$ cat src/rtl/decode_stage.sv
// decode_stage: RV32I decode and decode/execute pipeline register.
// The instruction is decoded combinationally into a one-hot bundle and
// registered for the execute stage. The stage also detects load-use hazards
// against the instruction currently in execute.
//
// One-hot bit order (bit 0 first):
//   o_alu_op    : ADD SUB SLT SLTU XOR OR AND SLL SRL SRA EQ NEQ GE GEU
//   o_opcode    : RTYPE ITYPE LOAD STORE BRANCH JAL JALR LUI AUIPC SYSTEM FENCE
//   o_exception : ILLEGAL ECALL EBREAK MRET
module decode_stage #(
    parameter int XLEN = 32
) (
    input  logic            clk,
    input  logic            rst,
    input  logic [XLEN-1:0] i_instr,
    input  logic [XLEN-1:0] i_pc,
    input  logic            i_ce,
    input  logic            i_stall,
    input  logic            i_flush,
    input  logic            i_ex_ce,
    input  logic            i_ex_is_load,
    input  logic [4:0]      i_ex_rd_addr,
    output logic            o_stall,
    output logic            o_ce,
    output logic [XLEN-1:0] o_pc,
    output logic [XLEN-1:0] o_instr,
    output logic [4:0]      o_rs1_addr,
    output logic [4:0]      o_rs2_addr,
    output logic [4:0]      o_rd_addr,
    output logic            o_rs1_used,
    output logic            o_rs2_used,
    output logic [2:0]      o_funct3,
    output logic [XLEN-1:0] o_imm,
    output logic [13:0]     o_alu_op,
    output logic [10:0]     o_opcode,
    output logic [3:0]      o_exception
);

    localparam int ALU_ADD  = 0;
    localparam int ALU_SUB  = 1;
    localparam int ALU_SLT  = 2;
    localparam int ALU_SLTU = 3;
    localparam int ALU_XOR  = 4;
    localparam int ALU_OR   = 5;
    localparam int ALU_AND  = 6;
    localparam int ALU_SLL  = 7;
    localparam int ALU_SRL  = 8;
    localparam int ALU_SRA  = 9;
    localparam int ALU_EQ   = 10;
    localparam int ALU_NEQ  = 11;
    localparam int ALU_GE   = 12;
    localparam int ALU_GEU  = 13;

    localparam int OPC_RTYPE  = 0;
    localparam int OPC_ITYPE  = 1;
    localparam int OPC_LOAD   = 2;
    localparam int OPC_STORE  = 3;
    localparam int OPC_BRANCH = 4;
    localparam int OPC_JAL    = 5;
    localparam int OPC_JALR   = 6;
    localparam int OPC_LUI    = 7;
    localparam int OPC_AUIPC  = 8;
    localparam int OPC_SYSTEM = 9;
    localparam int OPC_FENCE  = 10;

    localparam int EXC_ILLEGAL = 0;
    localparam int EXC_ECALL   = 1;
    localparam int EXC_EBREAK  = 2;
    localparam int EXC_MRET    = 3;

    logic [2:0]      funct3;
    logic [6:0]      funct7;
    logic [4:0]      rs1;
    logic [4:0]      rs2;
    logic [4:0]      rd;
    logic [10:0]     cls;
    logic [3:0]      exc;
    logic [13:0]     alu;
    logic [XLEN-1:0] imm;
    logic            rs1_used;
    logic            rs2_used;
    logic            stall_bit;

    assign funct3 = i_instr[14:12];
    assign funct7 = i_instr[31:25];
    assign rs1    = i_instr[19:15];
    assign rs2    = i_instr[24:20];
    assign rd     = i_instr[11:7];

    // Opcode class and exception decode; an illegal encoding leaves the class empty.
    always_comb begin
        cls = '0;
        exc = '0;
        if (i_instr[1:0] != 2'b11) begin
            exc[EXC_ILLEGAL] = 1'b1;
        end else begin
            case (i_instr[6:2])
                5'b01100: begin
                    if (funct7 == 7'h00 ||
                        (funct7 == 7'h20 && (funct3 == 3'b000 || funct3 == 3'b101)))
                        cls[OPC_RTYPE] = 1'b1;
                    else
                        exc[EXC_ILLEGAL] = 1'b1;
                end
                5'b00100: cls[OPC_ITYPE]  = 1'b1;
                5'b00000: cls[OPC_LOAD]   = 1'b1;
                5'b01000: cls[OPC_STORE]  = 1'b1;
                5'b11000: cls[OPC_BRANCH] = 1'b1;
                5'b11011: cls[OPC_JAL]    = 1'b1;
                5'b11001: cls[OPC_JALR]   = 1'b1;
                5'b01101: cls[OPC_LUI]    = 1'b1;
                5'b00101: cls[OPC_AUIPC]  = 1'b1;
                5'b00011: cls[OPC_FENCE]  = 1'b1;
                5'b11100: begin
                    // funct3 != 0 is a CSR access and decodes as plain SYSTEM
                    if (funct3 != 3'b000) begin
                        cls[OPC_SYSTEM] = 1'b1;
                    end else if (i_instr[19:7] != 13'd0) begin
                        exc[EXC_ILLEGAL] = 1'b1;
                    end else begin
                        case (i_instr[31:20])
                            12'h000: begin
                                cls[OPC_SYSTEM] = 1'b1;
                                exc[EXC_ECALL]  = 1'b1;
                            end
                            12'h001: begin
                                cls[OPC_SYSTEM] = 1'b1;
                                exc[EXC_EBREAK] = 1'b1;
                            end
                            12'h302: begin
                                cls[OPC_SYSTEM] = 1'b1;
                                exc[EXC_MRET]   = 1'b1;
                            end
                            default: exc[EXC_ILLEGAL] = 1'b1;
                        endcase
                    end
                end
                default: exc[EXC_ILLEGAL] = 1'b1;
            endcase
        end
    end

    // Immediate generation selected by opcode class.
    always_comb begin
        imm = '0;
        if (cls[OPC_ITYPE] | cls[OPC_LOAD] | cls[OPC_JALR])
            imm = {{20{i_instr[31]}}, i_instr[31:20]};
        else if (cls[OPC_STORE])
            imm = {{20{i_instr[31]}}, i_instr[31:25], i_instr[11:7]};
        else if (cls[OPC_BRANCH])
            imm = {{19{i_instr[31]}}, i_instr[31], i_instr[7], i_instr[30:25],
                   i_instr[11:8], 1'b0};
        else if (cls[OPC_LUI] | cls[OPC_AUIPC])
            imm = {i_instr[31:12], 12'b0};
        else if (cls[OPC_JAL])
            imm = {{11{i_instr[31]}}, i_instr[31], i_instr[19:12], i_instr[20],
                   i_instr[30:21], 1'b0};
    end

    // ALU operation select; SUB exists only for register-register forms.
    always_comb begin
        alu = '0;
        if (cls[OPC_RTYPE] | cls[OPC_ITYPE]) begin
            case (funct3)
                3'b000: begin
                    if (cls[OPC_RTYPE] && funct7[5]) alu[ALU_SUB] = 1'b1;
                    else                             alu[ALU_ADD] = 1'b1;
                end
                3'b001: alu[ALU_SLL]  = 1'b1;
                3'b010: alu[ALU_SLT]  = 1'b1;
                3'b011: alu[ALU_SLTU] = 1'b1;
                3'b100: alu[ALU_XOR]  = 1'b1;
                3'b101: begin
                    if (funct7[5]) alu[ALU_SRA] = 1'b1;
                    else           alu[ALU_SRL] = 1'b1;
                end
                3'b110: alu[ALU_OR]   = 1'b1;
                default: alu[ALU_AND] = 1'b1;
            endcase
        end else if (cls[OPC_BRANCH]) begin
            case (funct3)
                3'b000: alu[ALU_EQ]   = 1'b1;
                3'b001: alu[ALU_NEQ]  = 1'b1;
                3'b100: alu[ALU_SLT]  = 1'b1;
                3'b101: alu[ALU_GE]   = 1'b1;
                3'b110: alu[ALU_SLTU] = 1'b1;
                3'b111: alu[ALU_GEU]  = 1'b1;
                default: alu = '0;
            endcase
        end else if (cls[OPC_LOAD] | cls[OPC_STORE] | cls[OPC_JAL] |
                     cls[OPC_JALR] | cls[OPC_LUI] | cls[OPC_AUIPC]) begin
            alu[ALU_ADD] = 1'b1;
        end
    end

    // Source usage and load-use hazard against the execute stage.
    always_comb begin
        rs1_used  = (|cls) & ~(cls[OPC_LUI] | cls[OPC_AUIPC] | cls[OPC_JAL]);
        rs2_used  = cls[OPC_RTYPE] | cls[OPC_STORE] | cls[OPC_BRANCH];
        o_stall   = i_ce & i_ex_ce & i_ex_is_load & (i_ex_rd_addr != 5'd0) &
                    ((rs1_used & (rs1 == i_ex_rd_addr)) |
                     (rs2_used & (rs2 == i_ex_rd_addr)));
        stall_bit = i_stall | o_stall;
    end

    // Pipeline register: payload loads on an unstalled valid input.
    always_ff @(posedge clk) begin
        if (rst) begin
            o_ce        <= 1'b0;
            o_pc        <= '0;
            o_instr     <= '0;
            o_rs1_addr  <= '0;
            o_rs2_addr  <= '0;
            o_rd_addr   <= '0;
            o_rs1_used  <= 1'b0;
            o_rs2_used  <= 1'b0;
            o_funct3    <= '0;
            o_imm       <= '0;
            o_alu_op    <= '0;
            o_opcode    <= '0;
            o_exception <= '0;
        end else begin
            if (i_ce && !stall_bit) begin
                o_pc        <= i_pc;
                o_instr     <= i_instr;
                o_rs1_addr  <= rs1;
                o_rs2_addr  <= rs2;
                o_rd_addr   <= rd;
                o_rs1_used  <= rs1_used;
                o_rs2_used  <= rs2_used;
                o_funct3    <= funct3;
                o_imm       <= imm;
                o_alu_op    <= alu;
                o_opcode    <= cls;
                o_exception <= exc;
            end
            // A decode-only stall turns the execute slot into a bubble;
            // a global stall freezes it instead.
            if (!stall_bit && i_flush)
                o_ce <= 1'b0;
            else if (!stall_bit)
                o_ce <= i_ce;
            else if (!i_stall)
                o_ce <= 1'b0;
        end
    end

endmodule
$ cat config.mk
export PLATFORM = sky130hd
export DESIGN_NAME = decode_stage
export DESIGN_NICKNAME = d
export VERILOG_FILES = /design/src/rtl/decode_stage.sv
export SDC_FILE = /design/constraint.sdc
export NUM_CORES = 1
export LEC_CHECK = 0
export CAP_MARGIN = 40
export CORE_ASPECT_RATIO = 2
export CORE_MARGIN = 5
export CORE_UTILIZATION = 45
export DETAILED_ROUTE_END_ITERATION = 6
export PLACE_DENSITY = 0.77
export SLEW_MARGIN = 5
export SYNTH_ARGS = -nofsm -noshare
export SYNTH_HDL_FRONTEND = slang
export SYNTH_SLANG_ARGS = --single-unit
$ cat constraint.sdc
create_clock -name clk -period 8.6 [get_ports clk]
set_input_delay 0.86 -clock clk [delete_from_list [all_inputs] [get_ports clk]]
set_output_delay 0.86 -clock clk [all_outputs]
set_load 0.03 [all_outputs]
=== Yosys cells after proc, flatten, opt, wreduce, memory -nomap -nowiden ===
Index checks and enable logic that the tools add are counted.

* $add $sub $neg: 0
* $mul: 0
* Divide/modulo/power cells: 0
* Magnitude comparators: 0
* Equal/unequal tests: 24
* Shift-type cells: 0
* Multiplexer cells: 55
* Bitwise logic cells: 22
* Reduce and logical (&&, ||, !) cells: 19

{| class="wikitable"
|+ Operator list
! cell !! count
|-
| $mux 32 || 5
|-
| $mux 1 || 39
|-
| $eq 5x5->1 const B || 4
|-
| $eq 5x4->1 const B || 3
|-
| $or 1x1->1 || 14
|-
| $mux 13 || 1
|-
| $reduce_bool 13->1 || 1
|-
| $eq 12x1->1 const B || 1
|-
| $eq 12x10->1 const B || 1
|-
| $eq 3x3->1 const B || 4
|-
| $logic_not 12->1 || 1
|-
| $mux 11 || 1
|-
| $reduce_or 11->1 || 1
|-
| $eq 5x3->1 const B || 2
|-
| $eq 5x5->1 || 2
|-
| $mux 10 || 1
|-
| $mux 3 || 3
|-
| $reduce_or 9->1 || 1
|-
| $mux 4 || 2
|-
| $and 1x1->1 || 7
|-
| $eq 7x6->1 const B || 1
|-
| $logic_not 7->1 || 1
|-
| $reduce_or 7->1 || 1
|-
| $eq 3x2->1 const B || 2
|-
| 15 further kinds || 21
|}

* Flip-flop bits (word level): 146
* Latch bits: 0
* Memory bits (writable): 0
* ROM bits: 0
* Input bits: 76
* Output and inout bits: 147
* Word-level logic and storage cells: 133
* Memories: 0

=== Longest topological paths before layout ===
Gate-level depths: netlist (run 1).

* Depth after elaboration: 18
* Gate-level depth with buffers: 9

=== Least setup slack after synthesis (run 1) ===
Ideal clock, no wire load.

* Path type: input-to-output
* Start point: in i_instr[2]
* End point: out o_stall
* Arrival: 2.968 ns
* Required time: 7.740 ns
* Path slack: 4.772 ns
* Cell stages on the path: 6
* Cell sequence: nor4bb_1 > and2_1 > nand3_1 > o211ai_1 > nand3_1 > a21oi_1

* Longest elaborated chain between the ends: 10
* Elaborated cells between the ends (all ways): 34
* Those cells by class: eq/ne: 10; mux: 12; bitwise: 10; reduce/logical: 2

{| class="wikitable"
|+ Ends and longest elaborated chain
! what !! RTL line !! RTL
|-
| from (decl) || 15 || <nowiki>input logic [XLEN-1:0] i_instr,</nowiki>
|-
| $eq 5x4->1 / $eq 5x3->1 (equally long branches) || 97 || <nowiki>case (i_instr[6:2])</nowiki>
|-
| $mux 1 || 97 ||
|-
| $mux 11 (*) || 94 || <nowiki>if (i_instr[1:0] != 2'b11) begin</nowiki>
|-
| $or 1x1->1 (2 in a row) || 198 || <nowiki>rs1_used = (|cls) & ~(cls[OPC_LUI] | cls[OPC_AUIPC] | cls[OPC_JAL]);</nowiki>
|-
| $not 1->1 || 198 ||
|-
| $and 1x1->1 || 198 ||
|-
| $and 1x1->1 || 201 || <nowiki>((rs1_used & (rs1 == i_ex_rd_addr)) |</nowiki>
|-
| $or 1x1->1 (*) || 201 ||
|-
| $and 1x1->1 (*) || 200 || <nowiki>o_stall = i_ce & i_ex_ce & i_ex_is_load & (i_ex_rd_addr != 5'd0) &</nowiki>
|-
| to (decl) || 23 || <nowiki>output logic o_stall,</nowiki>
|}

Mark *: on every way between the ends. The rest lies on a longest branch, timed or not.

=== Worst setup path in the final report (run 1) ===
* Start point: in i_instr[26]
* End point: out o_stall

* Longest elaborated chain between the ends: 12
* Elaborated cells between the ends (all ways): 23
* Those cells by class: eq/ne: 3; mux: 7; bitwise: 7; reduce/logical: 6

{| class="wikitable"
|+ Ends and longest elaborated chain
! what !! RTL line !! RTL
|-
| $eq 12x1->1 (tied with other cells) || 121 || <nowiki>case (i_instr[31:20])</nowiki>
|-
| $reduce_or 3->1 (no line) || -- ||
|-
| $mux 1 || 121 ||
|-
| $mux 1 || 118 || <nowiki>end else if (i_instr[19:7] != 13'd0) begin</nowiki>
|-
| $mux 1 || 116 || <nowiki>if (funct3 != 3'b000) begin</nowiki>
|-
| $mux 1 || 97 ||
|-
| $mux 11 (*) || 94 ||
|-
| $reduce_or 11->1 || 198 ||
|-
| $and 1x1->1 || 198 ||
|-
| $and 1x1->1 || 201 ||
|-
| $or 1x1->1 (*) || 201 ||
|-
| $and 1x1->1 (*) || 200 ||
|}

Marks and branches as above.

==> flow_results.xml, run 1 <==
<?xml version="1.0" encoding="UTF-8"?>
<metrics>
  <group name="run_status">
    <metric name="run_status" unit="">finished, final reports clean</metric>
  </group>
  <group name="cts">
    <metric name="clk-insertion-delay-late" unit="ns">0.41</metric>
    <metric name="path_clk_slew" unit="ns">0.06</metric>
    <metric name="cts_root_buf" unit="">clkbuf_16</metric>
    <metric name="clock_tree_from_tritoncts" unit="">done</metric>
    <metric name="ctsHtreeMaxLevel" unit="">4</metric>
    <metric name="post-cts-setup-buffer-count" unit="">0</metric>
    <metric name="cts_buffers" unit="">17</metric>
    <metric name="post_cts_hold_buffer_count" unit="">0</metric>
    <metric name="cts_repair_resize_count" unit="">0</metric>
    <metric name="cts_sinks" unit="">128</metric>
    <metric name="clockBufferDepth" unit="">2</metric>
  </group>
  <group name="logic_synthesis">
    <metric name="most_common_cell_in_the_netlist" unit="">nand2_1</metric>
    <metric name="async_reset_ff_share" unit="%">0</metric>
    <metric name="synth_largest_type_area_fraction" unit="%">40.87</metric>
    <metric name="synth_seq_cells" unit="">128</metric>
    <metric name="post_synth_inst_count" unit="">726</metric>
    <metric name="post-synth-top-area-cell" unit="">dfxtp_1</metric>
    <metric name="synth-seq-area-share" unit="%">40.87</metric>
    <metric name="synth_enable_flop_cells" unit="">0</metric>
    <metric name="synth-warning-count" unit="">0</metric>
    <metric name="syn_avg_cell_area" unit="sq um">8.636</metric>
    <metric name="ranking_of_synthesized_cells_by_area" unit="">dfxtp_1 (41%), mux2i_1 (16%), nand2_1 (12%)</metric>
    <metric name="post_synth_instance_area" unit="sq um">6270</metric>
    <metric name="mappedNetlistNets" unit="">802</metric>
    <metric name="synth_common_cells" unit="">nand2_1 (207), dfxtp_1 (128), mux2i_1 (101)</metric>
    <metric name="yosysUniqueCellTypes" unit="">60</metric>
    <metric name="ys.flop_type" unit="">dfxtp_1</metric>
  </group>
  <group name="layout">
    <metric name="drive_above_1_share" unit="%">6.557</metric>
    <metric name="finish.utilization" unit="%">65.54</metric>
    <metric name="area_growth" unit="%">44.40</metric>
    <metric name="num-nets-final" unit="">978</metric>
    <metric name="fillCellCount" unit="">1160</metric>
  </group>
  <group name="global_routing">
    <metric name="via_count_of_the_first_global_routing_pass" unit="">5737</metric>
    <metric name="grt_use_met2" unit="%">42.99</metric>
    <metric name="global_route.usage.total" unit="%">24.33</metric>
    <metric name="grt_util_met1" unit="%">26.22</metric>
    <metric name="global_route.overflow_total" unit="">0</metric>
    <metric name="grt_pass1_wl" unit="mm">30.96</metric>
    <metric name="grt-busiest-layer" unit="">met2</metric>
    <metric name="maximum_number_of_pins_on_one_net_before_global_route_repair" unit="">114</metric>
    <metric name="use_met3" unit="%">5.489</metric>
    <metric name="antenna_violations_before_repair" unit="">1</metric>
  </group>
  <group name="die">
    <metric name="die_height" unit="um">176.9</metric>
    <metric name="row_count" unit="">61</metric>
    <metric name="floorplan.io_pins" unit="">223</metric>
    <metric name="fp.dieArea" unit="sq um">16540</metric>
    <metric name="fp.dieW" unit="um">93.47</metric>
    <metric name="floorplan.initialDensity" unit="%">45.39</metric>
    <metric name="placeableCoreArea" unit="sq um">13810</metric>
  </group>
  <group name="routing">
    <metric name="drc" unit="">0</metric>
    <metric name="vias_per_cell" unit="">5.213</metric>
    <metric name="avgRoutedWirePerCell" unit="um">18.24</metric>
    <metric name="detail-route-antenna-nets" unit="">0</metric>
    <metric name="first_iter_violations" unit="">386</metric>
    <metric name="post_detailed_routing_wire_length" unit="mm">20.16</metric>
    <metric name="first_pass_iters" unit="">4</metric>
    <metric name="via_count" unit="">5760</metric>
  </group>
  <group name="critical_path">
    <metric name="critical_path_peak_fanout" unit="">6</metric>
    <metric name="kind_of_launch_point_of_the_worst_setup_path" unit="">input pin</metric>
    <metric name="cp.required" unit="ns">7.74</metric>
    <metric name="ff2ff_path_depth" unit="">2</metric>
    <metric name="ff2ff_setup_slack" unit="ns">7.78</metric>
    <metric name="criticalPathCategory" unit="">input pin to output pin</metric>
    <metric name="rr_endpoint" unit="">o_alu_op[8]</metric>
    <metric name="timing.rr.start" unit="">o_alu_op[8]</metric>
    <metric name="timing.critical_path.to_type" unit="">output pin</metric>
    <metric name="crit_arrival" unit="ns">3.96</metric>
  </group>
  <group name="sta">
    <metric name="final.setup.tns" unit="ns">0</metric>
    <metric name="finClkSkew" unit="ns">0</metric>
    <metric name="max_freq" unit="GHz">0.2077</metric>
    <metric name="final.setup.worst_slack" unit="ns">3.784</metric>
    <metric name="final-hold-violation-count" unit="">0</metric>
    <metric name="maxSlewViolCount" unit="">0</metric>
    <metric name="grt_setup_unrepaired" unit="">no</metric>
    <metric name="slew_headroom" unit="%">48.25</metric>
    <metric name="min_period_over_period" unit="%">56.00</metric>
    <metric name="worst-slew-pin-transition" unit="ns">0.7763</metric>
    <metric name="fin_crit" unit="ns">4.816</metric>
    <metric name="timing.final.setup_violations" unit="">0</metric>
  </group>
  <group name="power">
    <metric name="swShare" unit="%">26.89</metric>
    <metric name="total_leakage_power" unit="nW">3.493</metric>
    <metric name="power.density_cell_area" unit="nW/um^2">179.7</metric>
    <metric name="ir_worst_vdd" unit="V">0.0001482</metric>
    <metric name="p_switching" unit="mW">0.4374</metric>
    <metric name="internal_power" unit="mW">1.189</metric>
    <metric name="comb_power_share" unit="%">15.4</metric>
    <metric name="seq_power_share" unit="%">38.5</metric>
    <metric name="p_clk_share" unit="%">46.1</metric>
  </group>
  <group name="worst_hold_path">
    <metric name="min_delay_worst_endpoint" unit="">o_pc[5]</metric>
    <metric name="hold_path.class" unit="">flip-flop to flip-flop</metric>
    <metric name="worst_hold_path.num_cells" unit="">2</metric>
    <metric name="hold_path_startpoint" unit="">o_pc[5]</metric>
  </group>
  <group name="placed_design">
    <metric name="gpl.final_weighted_congestion" unit="">0.9179</metric>
    <metric name="port_buffers" unit="">222</metric>
    <metric name="post-place-ws" unit="ns">3.806</metric>
    <metric name="post-dp-hpwl" unit="mm">14.89</metric>
  </group>
  <group name="flow_run">
    <metric name="count_of_max_cap_constraint_violations" unit="">0</metric>
  </group>
</metrics>
==> logic make-up (layout without fill, tap and decap cells) <==
| logic type | after synthesis | in the layout | share of synthesized area [%] |
|---|---|---|---|
| flip-flops | 128 | 128 | 40.87 |
| XOR/XNOR | 11 | 11 | 1.537 |
| buffers and inverters | 81 | 270 | 6.905 |
| AO/OA/AOI/OAI | 94 | 94 | 11.20 |
| multiplexers | 110 | 110 | 17.92 |
| other | 0 | 1 | 0 |
| AND/OR/NAND/NOR | 302 | 302 | 21.57 |
==> layer usage <==
layer  part of all wire [%]  vias up
met5                      0        -
met4                    4.5        0
met3                    5.9       46
met2                     53      200
met1                     36     2687
li1                       -     2827
==> layout by cell type (no fill, tap or decap), types with 4 or more instances in the layout <==
cell	Yosys	layout
or3_1	4	4
o211ai_1	12	12
nand3_1	11	11
nor2b_1	14	14
clkdlybuf4s50_1	0	222
a22o_1	4	4
a21o_1	11	11
mux2_2	6	6
a211oi_1	9	9
o21ai_0	7	7
buf_4	25	6
nor2_1	15	15
or4_1	5	5
a21oi_1	17	17
nand2b_1	6	6
o211a_1	11	11
dfxtp_1	128	128
nor4_1	5	5
mux2i_1	101	101
and3_1	4	4
xnor2_1	7	7
inv_6	0	5
clkbuf_16	0	17
nand2_1	207	207
inv_1	6	6
xor2_1	4	4
nor3_1	11	11
==> critical path, stage by stage <==
cell	delay, ns
clkdlybuf4s50_1	0.49
or4_1	0.69
or4_4	0.57
a2111o_1	0.45
a21oi_1	0.15
clkdlybuf4s50_1	0.73
==> sequential cells by signal (all words and copies together), names as in the netlist <==
register     flops
o_opcode        11
o_instr         32
o_imm           32
o_exception      4
o_rs1_used       1
o_pc            32
o_ce             1
o_rs2_used       1
o_alu_op        14
==> worst max-delay path by stage <==
stage              end  slack, ns  cells past startpoint        start
2_1_floorplan  o_stall       4.77                      6   i_instr[2]
3_3_place_gp   o_stall       3.65                      9   i_instr[2]
3_5_place_dp   o_stall       3.81                      6  i_instr[26]
4_1_cts        o_stall       3.79                      6  i_instr[26]
5_1_grt        o_stall       3.74                     10   i_instr[2]
6_report       o_stall       3.78                      6  i_instr[26]
==> layout make-up <==
type / instances / area (sq um) / area share (%)
Antenna cell: 1 / 2.502 / 0.02764
Tap cell: 189 / 236.5 / 2.612
Clock inverter: 14 / 178.9 / 1.976
Multi-Input combinational cell: 517 / 3293 / 36.37
Timing Repair Buffer: 231 / 2310 / 25.51
Inverter: 7 / 31.28 / 0.3455
Clock buffer: 18 / 439.2 / 4.851
Sequential cell: 128 / 2562 / 28.30
==> power groups by stage <==
| stage | sequential [mW] | clock, mW | combinational, mW |
|---|---|---|---|
| after floorplan | 0.677 | 0 | 0.103 |
| after global placement | 0.638 | 0 | 0.248 |
| after detailed placement | 0.638 | 0 | 0.251 |
| after CTS | 0.626 | 0.761 | 0.252 |
| after global routing | 0.628 | 0.793 | 0.266 |
| final | 0.625 | 0.751 | 0.251 |
==> metrics by stage <==
stage | area [sq um] | hold slack, ns | total power, mW | instances
floorplan | 6270 | 0.5794 | 0.7805 | 726
global placement | 8383 | 0.4415 | 0.8860 | 1068
detailed placement | 8433 | 0.4449 | 0.8891 | 1072
CTS | 9051 | 0.4571 | 1.638 | 1104
global route | 9054 | 0.4732 | 1.687 | 1105
finish | 9054 | 0.4544 | 1.627 | 1105
Power figures use the tool's default switching activity.
==> run 2: changes to the inputs <==
Clock period 8.6 ns to 4.9 ns, I/O delays scaled along.
==> run 2 against run 1 <==
Against the previous run: non-clock buffer count increased by 12; clock skew unchanged; global-route usage increased by 1.4 points.
==> flow_results.xml, run 2 (synthesized netlist as in run 1, its figures left out) <==
<?xml version="1.0" encoding="UTF-8"?>
<metrics>
  <group name="critical_path">
    <metric name="kind_of_launch_point_of_the_worst_setup_path" unit="">input pin</metric>
    <metric name="crit_arrival" unit="ns">3.85</metric>
    <metric name="timing.critical_path.to_type" unit="">output pin</metric>
    <metric name="criticalPathCategory" unit="">input pin to output pin</metric>
    <metric name="cpMostUsedCell" unit="">clkdlybuf4s50_1</metric>
    <metric name="critical_path_buf_inv_count" unit="">2</metric>
    <metric name="crit_path_max_incr_delay" unit="ns">0.73</metric>
    <metric name="worst_path_cell_trace" unit="">clkdlybuf4s50_1 &gt; or4_1 &gt; nor2_1 &gt; a31oi_1 &gt; o211ai_1 &gt; nand3_1 &gt; a21oi_1 &gt; clkdlybuf4s50_1</metric>
    <metric name="critical_path_peak_fanout" unit="">10</metric>
    <metric name="cpMaxStageDelayCell" unit="">clkdlybuf4s50_1</metric>
    <metric name="critPathTopFamily" unit="">buffers and inverters</metric>
    <metric name="cp.required" unit="ns">4.41</metric>
  </group>
  <group name="sta">
    <metric name="maxSlewViolCount" unit="">0</metric>
    <metric name="worst-slew-pin-transition" unit="ns">0.9738</metric>
    <metric name="grt_setup_unrepaired" unit="">no</metric>
    <metric name="finClkSkew" unit="ns">0</metric>
    <metric name="slew_headroom" unit="%">34.84</metric>
    <metric name="max_freq" unit="GHz">0.2306</metric>
    <metric name="final.setup.tns" unit="ns">0</metric>
    <metric name="final-hold-violation-count" unit="">0</metric>
    <metric name="min_period_over_period" unit="%">88.49</metric>
    <metric name="timing.final.setup_violations" unit="">0</metric>
    <metric name="fin_crit" unit="ns">4.336</metric>
  </group>
  <group name="placed_design">
    <metric name="port_buffers" unit="">222</metric>
    <metric name="post-dp-hpwl" unit="mm">15.91</metric>
    <metric name="gpl.final_weighted_congestion" unit="">0.9303</metric>
  </group>
  <group name="cts">
    <metric name="path_clk_slew" unit="ns">0.06</metric>
    <metric name="post_cts_hold_buffer_count" unit="">0</metric>
    <metric name="cts_sinks" unit="">128</metric>
    <metric name="cts_root_buf" unit="">clkbuf_16</metric>
    <metric name="clk-insertion-delay-late" unit="ns">0.41</metric>
    <metric name="cts_repair_resize_count" unit="">0</metric>
    <metric name="clock_tree_from_tritoncts" unit="">done</metric>
    <metric name="ctsHtreeMaxLevel" unit="">4</metric>
    <metric name="cts_buffers" unit="">17</metric>
    <metric name="clockBufferDepth" unit="">2</metric>
    <metric name="post-cts-setup-buffer-count" unit="">0</metric>
  </group>
  <group name="die">
    <metric name="row_count" unit="">61</metric>
    <metric name="placeableCoreArea" unit="sq um">13810</metric>
    <metric name="fp.dieW" unit="um">93.47</metric>
    <metric name="die_height" unit="um">176.9</metric>
    <metric name="floorplan.initialDensity" unit="%">45.39</metric>
    <metric name="floorplan.io_pins" unit="">223</metric>
    <metric name="fp.dieArea" unit="sq um">16540</metric>
  </group>
  <group name="routing">
    <metric name="first_pass_iters" unit="">5</metric>
    <metric name="first_iter_violations" unit="">443</metric>
    <metric name="via_count" unit="">5934</metric>
    <metric name="vias_per_cell" unit="">5.317</metric>
    <metric name="drc" unit="">0</metric>
    <metric name="post_detailed_routing_wire_length" unit="mm">20.97</metric>
    <metric name="detail-route-antenna-nets" unit="">0</metric>
    <metric name="avgRoutedWirePerCell" unit="um">18.79</metric>
  </group>
  <group name="layout">
    <metric name="drive_above_1_share" unit="%">7.767</metric>
    <metric name="reg.largest.list" unit="">o_imm (32), o_instr (32), o_pc (32)</metric>
    <metric name="most_used_cells_in_the_layout_excluding_fill_and_tap_cells" unit="">clkdlybuf4s50_1 (222), nand2_1 (207), dfxtp_1 (128)</metric>
    <metric name="mostFrequentLayoutCell" unit="">clkdlybuf4s50_1</metric>
    <metric name="number_of_diodes" unit="">0</metric>
    <metric name="finish.utilization" unit="%">66.77</metric>
    <metric name="area_growth" unit="%">47.12</metric>
    <metric name="num-nets-final" unit="">990</metric>
  </group>
  <group name="global_routing">
    <metric name="antenna_violations_before_repair" unit="">0</metric>
    <metric name="global_route.usage.total" unit="%">25.72</metric>
    <metric name="via_count_of_the_first_global_routing_pass" unit="">6011</metric>
    <metric name="global_route.overflow_total" unit="">0</metric>
    <metric name="maximum_number_of_pins_on_one_net_before_global_route_repair" unit="">101</metric>
    <metric name="grt_pass1_wl" unit="mm">32.49</metric>
  </group>
  <group name="power">
    <metric name="total_leakage_power" unit="nW">3.584</metric>
    <metric name="power.density_cell_area" unit="nW/um^2">320.5</metric>
    <metric name="p_total" unit="mW">2.956</metric>
    <metric name="ir_worst_vdd" unit="V">0.0002439</metric>
  </group>
  <group name="run_status">
    <metric name="run_status" unit="">finished, final reports clean</metric>
  </group>
  <group name="flow_run">
    <metric name="count_of_max_cap_constraint_violations" unit="">0</metric>
  </group>
  <group name="worst_hold_path">
    <metric name="hold_path.class" unit="">flip-flop to flip-flop</metric>
  </group>
</metrics>
==> run 2: per-stage QoR <==
| stage | cell area [sq um] | setup slack, ns | cells | hold WS [ns] |
|---|---|---|---|---|
| after floorplan | 6270 | 1.812 | 726 | 0.5794 |
| after global placement | 8493 | 0.6781 | 1081 | 0.4416 |
| after detailed placement | 8568 | 0.5980 | 1084 | 0.4452 |
| after CTS | 9224 | 0.5906 | 1116 | 0.4579 |
| after global routing | 9224 | 0.3178 | 1116 | 0.4761 |
| final | 9224 | 0.5639 | 1116 | 0.4535 |
==> run 2: layout make-up <==
type	count	area, sq um
fillers	1124	4591
multi-input cells	517	3293
flip-flops and latches	128	2562
repair buffers	243	2445
clock buffers	17	425.4
well taps	189	236.5
clock inverters	15	230.2
inverters	7	31.28
==> run 2: tightest hold or removal path, stage by stage (launching register included) <==
cell,delay [ns]
dfxtp_1,0.31
nand2_1,0.05
mux2i_1,0.05
==> run 2: path summary, 6_finish.rpt <==
path | end | startpoint | slack, ns | cells after the start
worst max register to register | o_alu_op[8] | o_alu_op[8] | 4.04 | 2
worst max-delay path | o_stall | i_instr[26] | 0.56 | 8
worst min-delay path | o_pc[16] | o_pc[16] | 0.45 | 2
worst min register to register | o_pc[16] | o_pc[16] | 0.45 | 2
==> run 2: power by group <==
| group | internal (mW) | switching [mW] |
|---|---|---|
| logic | 0.200 | 0.254 |
| registers | 1.08 | 0.0207 |
| clock network | 0.909 | 0.496 |
| total | 2.19 | 0.770 |
==> run 2: routing by layer <==
metal	up-vias	wire [um]	part of all wire (%)	track usage, %
met1	2749	7048	34	26.25
met5	-	0	0	0
met3	65	1445	6.9	6.255
met4	0	1219	5.8	15.60
met2	264	11260	54	46.13
li1	2856	-	-	-
==> run 3: changes to the inputs <==
Settings changed: ABC_CLOCK_PERIOD_IN_PS from default to 4900.
==> results of run 3 <==
No change in the layout: final DEF, timing and power equal those of run 2.
